`src/rtl/scan_chain_receiver_pkg.sv`:
```
// scan_chain_receiver_pkg: shared frame geometry and FSM state type for the scan chain
package scan_chain_receiver_pkg;
   localparam int DEF_ADDR_BITS    = 12;
   localparam int DEF_PAYLOAD_BITS = 160;
   localparam int FRAME_BITS       = DEF_ADDR_BITS + DEF_PAYLOAD_BITS;
   localparam int CNT_W            = $clog2(FRAME_BITS + 2);
   typedef enum logic {IDLE = 1'b0, SHIFT = 1'b1} state_t;
endpackage

```
`src/rtl/scan_sync_edge.sv`:
```
// scan_sync_edge: synchronizes one async bit and reports its level plus rise/fall pulses
module scan_sync_edge #(
   parameter int SYNC_STAGES = 2
) (
   input  logic clk,
   input  logic reset,
   input  logic i_async,
   output logic o_level,
   output logic o_rise,
   output logic o_fall
);
   logic [SYNC_STAGES-1:0] r_sync;
   logic                   r_level;
   logic                   r_rise;
   logic                   r_fall;
   logic                   w_synced;
   assign w_synced = r_sync[SYNC_STAGES-1];
   // synchronizer chain, then an edge stage whose level and edge flags update together
   always_ff @(posedge clk) begin
      if (!reset) begin
         r_sync  <= '0;
         r_level <= 1'b0;
         r_rise  <= 1'b0;
         r_fall  <= 1'b0;
      end else begin
         r_sync  <= {r_sync[SYNC_STAGES-2:0], i_async};
         r_level <= w_synced;
         r_rise  <= w_synced & ~r_level;
         r_fall  <= ~w_synced & r_level;
      end
   end
   assign o_level = r_level;
   assign o_rise  = r_rise;
   assign o_fall  = r_fall;
endmodule

```
`src/rtl/scan_chain_receiver.sv`:
```
// scan_chain_receiver: rebuilds {addr, payload} frames from an async scan chain onto a valid/ready port
module scan_chain_receiver
   import scan_chain_receiver_pkg::*;
#(
   parameter int ADDR_BITS    = DEF_ADDR_BITS,
   parameter int PAYLOAD_BITS = DEF_PAYLOAD_BITS,
   parameter int SYNC_STAGES  = 2,
   localparam int FRM_BITS    = ADDR_BITS + PAYLOAD_BITS,
   localparam int CNT_BITS    = $clog2(FRM_BITS + 2)
) (
   input  logic                    clk,
   input  logic                    reset,
   input  logic                    scan_clk,
   input  logic                    scan_en,
   input  logic                    scan_in,
   input  logic                    scan_reset,
   output logic                    frame_valid,
   input  logic                    frame_ready,
   output logic [ADDR_BITS-1:0]    frame_addr,
   output logic [PAYLOAD_BITS-1:0] frame_payload,
   output logic                    frame_error,
   output logic                    overflow,
   output logic [CNT_BITS-1:0]     bit_count
);
   localparam logic [CNT_BITS-1:0] CNT_FULL = CNT_BITS'(FRM_BITS);
   localparam logic [CNT_BITS-1:0] CNT_MAX  = CNT_BITS'(FRM_BITS + 1);

   logic w_sclk_rise;
   logic w_en_level;
   logic w_en_fall;
   logic w_in_level;
   logic w_srst;

   scan_sync_edge #(.SYNC_STAGES(SYNC_STAGES)) u_sync_clk (
      .clk(clk), .reset(reset), .i_async(scan_clk),
      .o_level(), .o_rise(w_sclk_rise), .o_fall()
   );
   scan_sync_edge #(.SYNC_STAGES(SYNC_STAGES)) u_sync_en (
      .clk(clk), .reset(reset), .i_async(scan_en),
      .o_level(w_en_level), .o_rise(), .o_fall(w_en_fall)
   );
   scan_sync_edge #(.SYNC_STAGES(SYNC_STAGES)) u_sync_in (
      .clk(clk), .reset(reset), .i_async(scan_in),
      .o_level(w_in_level), .o_rise(), .o_fall()
   );
   scan_sync_edge #(.SYNC_STAGES(SYNC_STAGES)) u_sync_rst (
      .clk(clk), .reset(reset), .i_async(scan_reset),
      .o_level(w_srst), .o_rise(), .o_fall()
   );

   state_t                  r_state;
   logic [CNT_BITS-1:0]     r_cnt;
   logic [FRM_BITS-1:0]     r_shreg;
   logic                    r_valid;
   logic [ADDR_BITS-1:0]    r_addr;
   logic [PAYLOAD_BITS-1:0] r_payload;
   logic                    r_error;
   logic                    r_overflow;

   logic w_shift;
   logic w_eval;
   logic w_full;
   logic w_hs;
   logic w_load;
   logic w_drop_ovf;
   logic w_drop_err;

   // frame-end decode; a scan-chain clear masks evaluation so it never reports errors
   always_comb begin
      w_shift    = w_sclk_rise & w_en_level;
      w_eval     = ~w_srst & (r_state == SHIFT) & w_en_fall;
      w_full     = (r_cnt == CNT_FULL);
      w_hs       = r_valid & frame_ready;
      w_load     = w_eval & w_full & (~r_valid | w_hs);
      w_drop_ovf = w_eval & w_full & r_valid & ~w_hs;
      w_drop_err = w_eval & ~w_full;
   end

   // FSM, bit counter and shift register; the register keeps its contents when a frame closes
   always_ff @(posedge clk) begin
      if (!reset) begin
         r_state <= IDLE;
         r_cnt   <= '0;
         r_shreg <= '0;
      end else if (w_srst) begin
         r_state <= IDLE;
         r_cnt   <= '0;
         r_shreg <= '0;
      end else if (w_eval) begin
         r_state <= IDLE;
         r_cnt   <= '0;
      end else if (w_shift) begin
         r_state <= SHIFT;
         r_shreg <= {r_shreg[FRM_BITS-2:0], w_in_level};
         r_cnt   <= (r_cnt == CNT_MAX) ? CNT_MAX : r_cnt + 1'b1;
      end
   end

   // output holding register; a same-cycle handshake frees the slot for the incoming frame
   always_ff @(posedge clk) begin
      if (!reset) begin
         r_valid   <= 1'b0;
         r_addr    <= '0;
         r_payload <= '0;
      end else if (w_load) begin
         r_valid   <= 1'b1;
         r_addr    <= r_shreg[FRM_BITS-1 -: ADDR_BITS];
         r_payload <= r_shreg[PAYLOAD_BITS-1:0];
      end else if (w_hs) begin
         r_valid   <= 1'b0;
      end
   end

   // single-cycle status pulses for dropped frames
   always_ff @(posedge clk) begin
      if (!reset) begin
         r_error    <= 1'b0;
         r_overflow <= 1'b0;
      end else begin
         r_error    <= w_drop_err;
         r_overflow <= w_drop_ovf;
      end
   end

   assign frame_valid   = r_valid;
   assign frame_addr    = r_addr;
   assign frame_payload = r_payload;
   assign frame_error   = r_error;
   assign overflow      = r_overflow;
   assign bit_count     = r_cnt;
endmodule

```
`config.mk`:
```
export PLATFORM = sky130hd
export DESIGN_NAME = scan_chain_receiver
export DESIGN_NICKNAME = d
export VERILOG_FILES = /design/src/rtl/scan_chain_receiver_pkg.sv /design/src/rtl/scan_sync_edge.sv /design/src/rtl/scan_chain_receiver.sv
export SDC_FILE = /design/constraint.sdc
export NUM_CORES = 1
export LEC_CHECK = 0
export ABC_AREA = 0
export CAP_MARGIN = 20
export CORE_MARGIN = 4
export CORE_UTILIZATION = 59
export CTS_CLUSTER_SIZE = 14
export DETAILED_ROUTE_END_ITERATION = 8
export GPL_ROUTABILITY_DRIVEN = 0
export HOLD_SLACK_MARGIN = 0.03
export PLACE_DENSITY = 0.83
export SYNTH_ARGS = -nofsm -noshare
export SYNTH_HDL_FRONTEND = slang
export SYNTH_SLANG_ARGS = --single-unit
```
`constraint.sdc`:
```
create_clock -name clk -period 2.4 [get_ports clk]
set_input_delay 0.48 -clock clk [delete_from_list [all_inputs] [get_ports clk]]
set_output_delay 0.48 -clock clk [all_outputs]
set_load 0.01 [all_outputs]
```
After elaboration in Yosys (flattened, before gate mapping)
Cells that the tools add are included.
- multiplexer cells: 3
- $add $sub $neg: 1
- equality and inequality tests: 2
- bitwise gates (word level): 20
- reductions and logical operators: 4
- operators with widths (cell ; count):
    8-bit == test (second input constant) ; 2
    1-bit bitwise AND ; 11
    8-bit by 1-bit adder with 8-bit output (second input constant) ; 1
    8-bit 2-to-1 mux ; 1
    1-bit NOT ; 8
    3-bit OR reduction ; 1
    1-bit 2-to-1 mux ; 2
    2-bit AND reduction ; 1
    2-bit nonzero test ; 1
    2-bit OR reduction ; 1
    1-bit bitwise OR ; 1
- flip-flop bits (word level): 370
- output and inout bits: 183

Longest topological paths before layout
- depth after elaboration: 6
- mapped depth: 8
- mapped depth without buffers: 5

By module
Synthesis repeated with hierarchy kept, for this count alone.
- cells, all modules: 1639
- area total of the unflattened synthesis: 14363.8 µm²
- by module, submodules not included (module ; sequential area each (µm²) ; area an instance (µm²) ; instances ; cells each):
    scan_chain_receiver ; 7126.8 ; 13803.2 ; 1 ; 1599
    scan_sync_edge ; 100.1 ; 140.1 ; 4 ; 10

Least setup slack after synthesis
No wires, ideal clock.
- path kind: register to register
- start point: register r_cnt[0] (netlist: bit_count[0])
- end point: register r_addr[0] (netlist: frame_addr[0])
- buffers on the path: 3
- arrival: 1.612 ns
- period minus slack after synthesis: 1.683 ns
- cell stages (with the launch flop): 9
- path slack: 0.717 ns
- cells stage by stage: dfxtp_1 -> inv_1 -> ha_1 -> nand3_1 -> nor4_1 -> buf_4 -> buf_6 -> buf_8 -> mux2i_1
- longest elaborated chain between the ends: 3
- RTL lines (item ; line ; source):
    from (decl) ; scan_chain_receiver.sv:52 ; logic [CNT_BITS-1:0] r_cnt;
    from (signal assigned) ; scan_chain_receiver.sv:95 ; r_cnt <= (r_cnt == CNT_MAX) ? CNT_MAX : r_cnt + 1'b1;
    8-bit == test ; scan_chain_receiver.sv:72 ; w_full = (r_cnt == CNT_FULL);
    1-bit bitwise AND (2 in series) ; scan_chain_receiver.sv:74 ; w_load = w_eval & w_full & (~r_valid | w_hs);
    to (signal assigned) ; scan_chain_receiver.sv:107 ; r_addr <= r_shreg[FRM_BITS-1 -: ADDR_BITS];
    to (decl) ; scan_chain_receiver.sv:55 ; logic [ADDR_BITS-1:0] r_addr;
Every way passes these cells.
A chain may end at the register's enable or synchronous reset.

Final worst setup path
- start point: register r_cnt[1] (netlist: bit_count[1])
- end point: register r_payload[113] (netlist: frame_payload[113])
- longest elaborated chain between the ends: 3
- RTL lines (item ; line ; source):
    8-bit == test ; scan_chain_receiver.sv:72 ;
    1-bit bitwise AND (2 in series) ; scan_chain_receiver.sv:74 ;
    to (signal assigned) ; scan_chain_receiver.sv:108 ; r_payload <= r_shreg[PAYLOAD_BITS-1:0];
    to (decl) ; scan_chain_receiver.sv:56 ; logic [PAYLOAD_BITS-1:0] r_payload;
Every way passes these cells.

==> impl_metrics.yaml <==
status:
  outcome: "finished, final reports clean"
power_and_ir_drop:
  power.density_nw_per_um2: 708.7
  cellLeakagePower_nw: 5.370
  post-layout-total-power_mw: 12.34
  irDropWorstVdd_v: 0.0005615
setup_path:
  reg2regPathDepth: 7
  criticalPathCategory: "reg2reg"
  crit_arrival_ns: 2.58
  reg2reg_to: "frame_payload[113]"
  critical_path.startpoint_type: "register"
  cp_data_required_time_ns: 2.83
  worst-r2r-setup-slack_ns: 0.25
  reg2reg_from: "bit_count[1]"
  critical_path_peak_fanout: 16
  worst_setup_path_end_kind: "register"
min_path:
  hp-start: "reset"
  min_path_cells: 3
  timing.hold.worst_endpoint: "frame_payload[31]"
  worst_hold_path_type: "in2reg"
placed_design:
  detailed_place_hpwl_mm: 19.31
  dp_worst_setup_slack_ns: 0.1715
  buffers_added_on_ports: 189
  numPlacedInstances: 2005
sta:
  fin_ws_ns: 0.2529
  setup-violations-final: 0
  worst_clock_skew_ns: 0.01273
  max-slew-margin-rel_pct: 47.65
  period_needed_ns: 2.147
  max_freq_mhz: 465.7
  finalMaxSlewViolations: 0
  rsz_0062_raised_after_global_routing: "no"
  setup-tns-final_ns: 0
  finalHoldViolCount: 0
  layout_worst_path_cycle_share_pct: 89.46
  max_slew.worst_pin.slew_ns: 0.7852
clock_network:
  cts_buffers: 37
  num_clock_sinks: 370
  cts_tree: "yes"
  htreeDepth: 2
  worst_case_clock_buffer_depth: 3
  insertion_delay_ns: 0.52
  cts.repair.resized: 0
  ctsRootBufferMaster: "clkbuf_16"
  clkSlewWorstSetupHoldPaths_ns: 0.06
  postCtsSetupBuffers: 0
  cts.hold.buffers_added: 0
route:
  drtIter0Drc: 1146
  drt-wirelength-per-cell_um: 16.36
  ant_nets: 0
  num_vias: 11840
  drt_first_pass_iters: 5
  detail_route.wirelength_mm: 33.92
  route.detailed.drc: 0
  drt-vias-per-instance: 5.709
finish:
  final_cell_count_no_fill: 2073
  layout-area-overhead-vs-synth_pct: 22.76
  multi_input_comb_area_um2: 6052
  design.final.nets: 1735
  fillCellCount: 1717
  post_route_cells_drive_above_1_share_pct: 5.131
  final-seq-area_um2: 7407
  antenna-diode-count: 0
synth:
  netlist.top_cell.by_area: "dfxtp_1"
  post_synth_main_area_contributors: "dfxtp_1 (52%), mux2i_1 (12%), nand2_1 (9.2%), nand3_1 (6.2%), o21ai_0 (6.2%)"
  syn_area_um2: 14180
  synthTopCellsByCount: "dfxtp_1 (370), nand2_1 (348), nand3_1 (176), o21ai_0 (176), a21oi_1 (175)"
  yosysUniqueCellTypes: 33
  async_flop_share_pct: 0
  synthesized_area_per_cell_um2: 8.717
  synth_top_cell_area_share_pct: 52.23
  postSynthCellCount: 1627
  number_of_flip_flops_and_latches_in_the_synthesized_netlist: 370
  synth.net_count: 1637
  sequential_element_share_of_the_synthesized_area_pct: 52.23
  synth_edf_count: 0
  most_instantiated_library_cell_after_synthesis: "dfxtp_1"
  synth_top_flop_cell: "dfxtp_1"
  yosys_warnings: 0
floorplan:
  number_of_cell_rows: 56
  io_pins: 190
  fp.dieArea_um2: 26580
  initial_utilization_pct: 60.24
  die_y_um: 163.0
  fp.dieW_um: 163.0
  coreArea_um2: 23540
grt:
  largest_net_degree_at_the_start_of_global_routing: 174
  grt_pass1_vias: 11200
  antenna_found_initial: 2
  grt_first_pass_wirelength_mm: 55.16
  grt_remaining_overflow: 0
  gr-usage-all-layers_pct: 24.46
job:
  drv.max_cap_violation_count: 0
flip-flops by register name, indices dropped and copies added (netlist names), 2 cells and up:
signal             cells
bit_count              8
frame_payload        160
u_sync_clk.r_sync      2
u_sync_in.r_sync       2
u_sync_en.r_sync       2
u_sync_rst.r_sync      2
r_shreg              172
frame_addr            12
where the power goes:
group | leakage [nW] | internal, mW | switching, mW | total (mW)
registers | 2.98 | 6.15 | 0.00395 | 6.15
logic | 1.76 | 0.0357 | 0.156 | 0.192
clock network | 0.631 | 3.65 | 2.34 | 5.99
critical path: stages, from the launching register on:
cell and delay (ns):
dfxtp_1 0.36, inv_1 0.10, ha_1 0.15, nand3_1 0.14, nor4_2 0.47, buf_4 0.28
buf_4 0.30, mux2i_1 0.25
metrics by stage:
stage / util (%) / hold slack [ns] / cell area, µm²
after global routing: 73.95 / 0.3361 / 17410
after detailed placement: 68.51 / 0.3761 / 16130
after floorplan: - / 0.3674 / 14180
after CTS: 73.95 / 0.3072 / 17410
after global placement: 68.51 / 0.3716 / 16130
final: 73.95 / 0.3228 / 17410
kinds of logic after synthesis:
| logic type | share of synthesized area, % |
|---|---|
| AND/OR/NAND/NOR | 17.18 |
| flip-flops | 52.23 |
| AO/OA/AOI/OAI | 12.77 |
| multiplexers | 12.21 |
| buffers and inverters | 5.293 |
| adder cells (fa/ha/maj) | 0.2647 |
| XOR/XNOR | 0.06177 |
metal layers:
metal | track usage (%) | vias up | part of all wire, %
met5 | 0 | - | 0.097
met4 | 7.244 | 4 | 2.2
met3 | 4.290 | 68 | 5.5
met2 | 40.08 | 366 | 48
met1 | 33.43 | 5665 | 44
li1 | - | 5732 | -
cells in the final DEF, fill, tap and decap left out, types with 2 or more instances in the layout:
cell	count
a211oi_1	3
mux2i_1	173
inv_1	4
nand2_1	347
bufinv_16	3
clkbuf_16	39
or3_1	5
clkbuf_8	11
nand3_1	176
ha_1	3
clkinv_2	3
clkbuf_1	11
dfxtp_1	370
nand4_1	2
a21oi_1	175
o21ai_0	176
nor2_1	4
and2_1	12
buf_4	13
clkdlybuf4s50_1	188
buf_12	13
nor2b_1	2
nor3_1	4
how the worst max path moves through the flow:
stage | start | to | cells after the start
after floorplan | bit_count[0] | frame_addr[0] | 8
after global placement | frame_ready | frame_payload[111] | 6
after detailed placement | frame_ready | frame_payload[77] | 6
after CTS | bit_count[0] | frame_payload[113] | 7
after global routing | bit_count[0] | frame_payload[10] | 7
final | bit_count[1] | frame_payload[113] | 7
layout make-up:
cell class	count	area share [%]
Clock inverter	7	0.6540
Multi-Input combinational cell	1097	34.76
Tap cell	319	2.292
Inverter	4	0.08624
Clock buffer	61	6.712
Timing Repair Buffer	215	12.95
Sequential cell	370	42.54
Power figures use the tool's default switching activity.
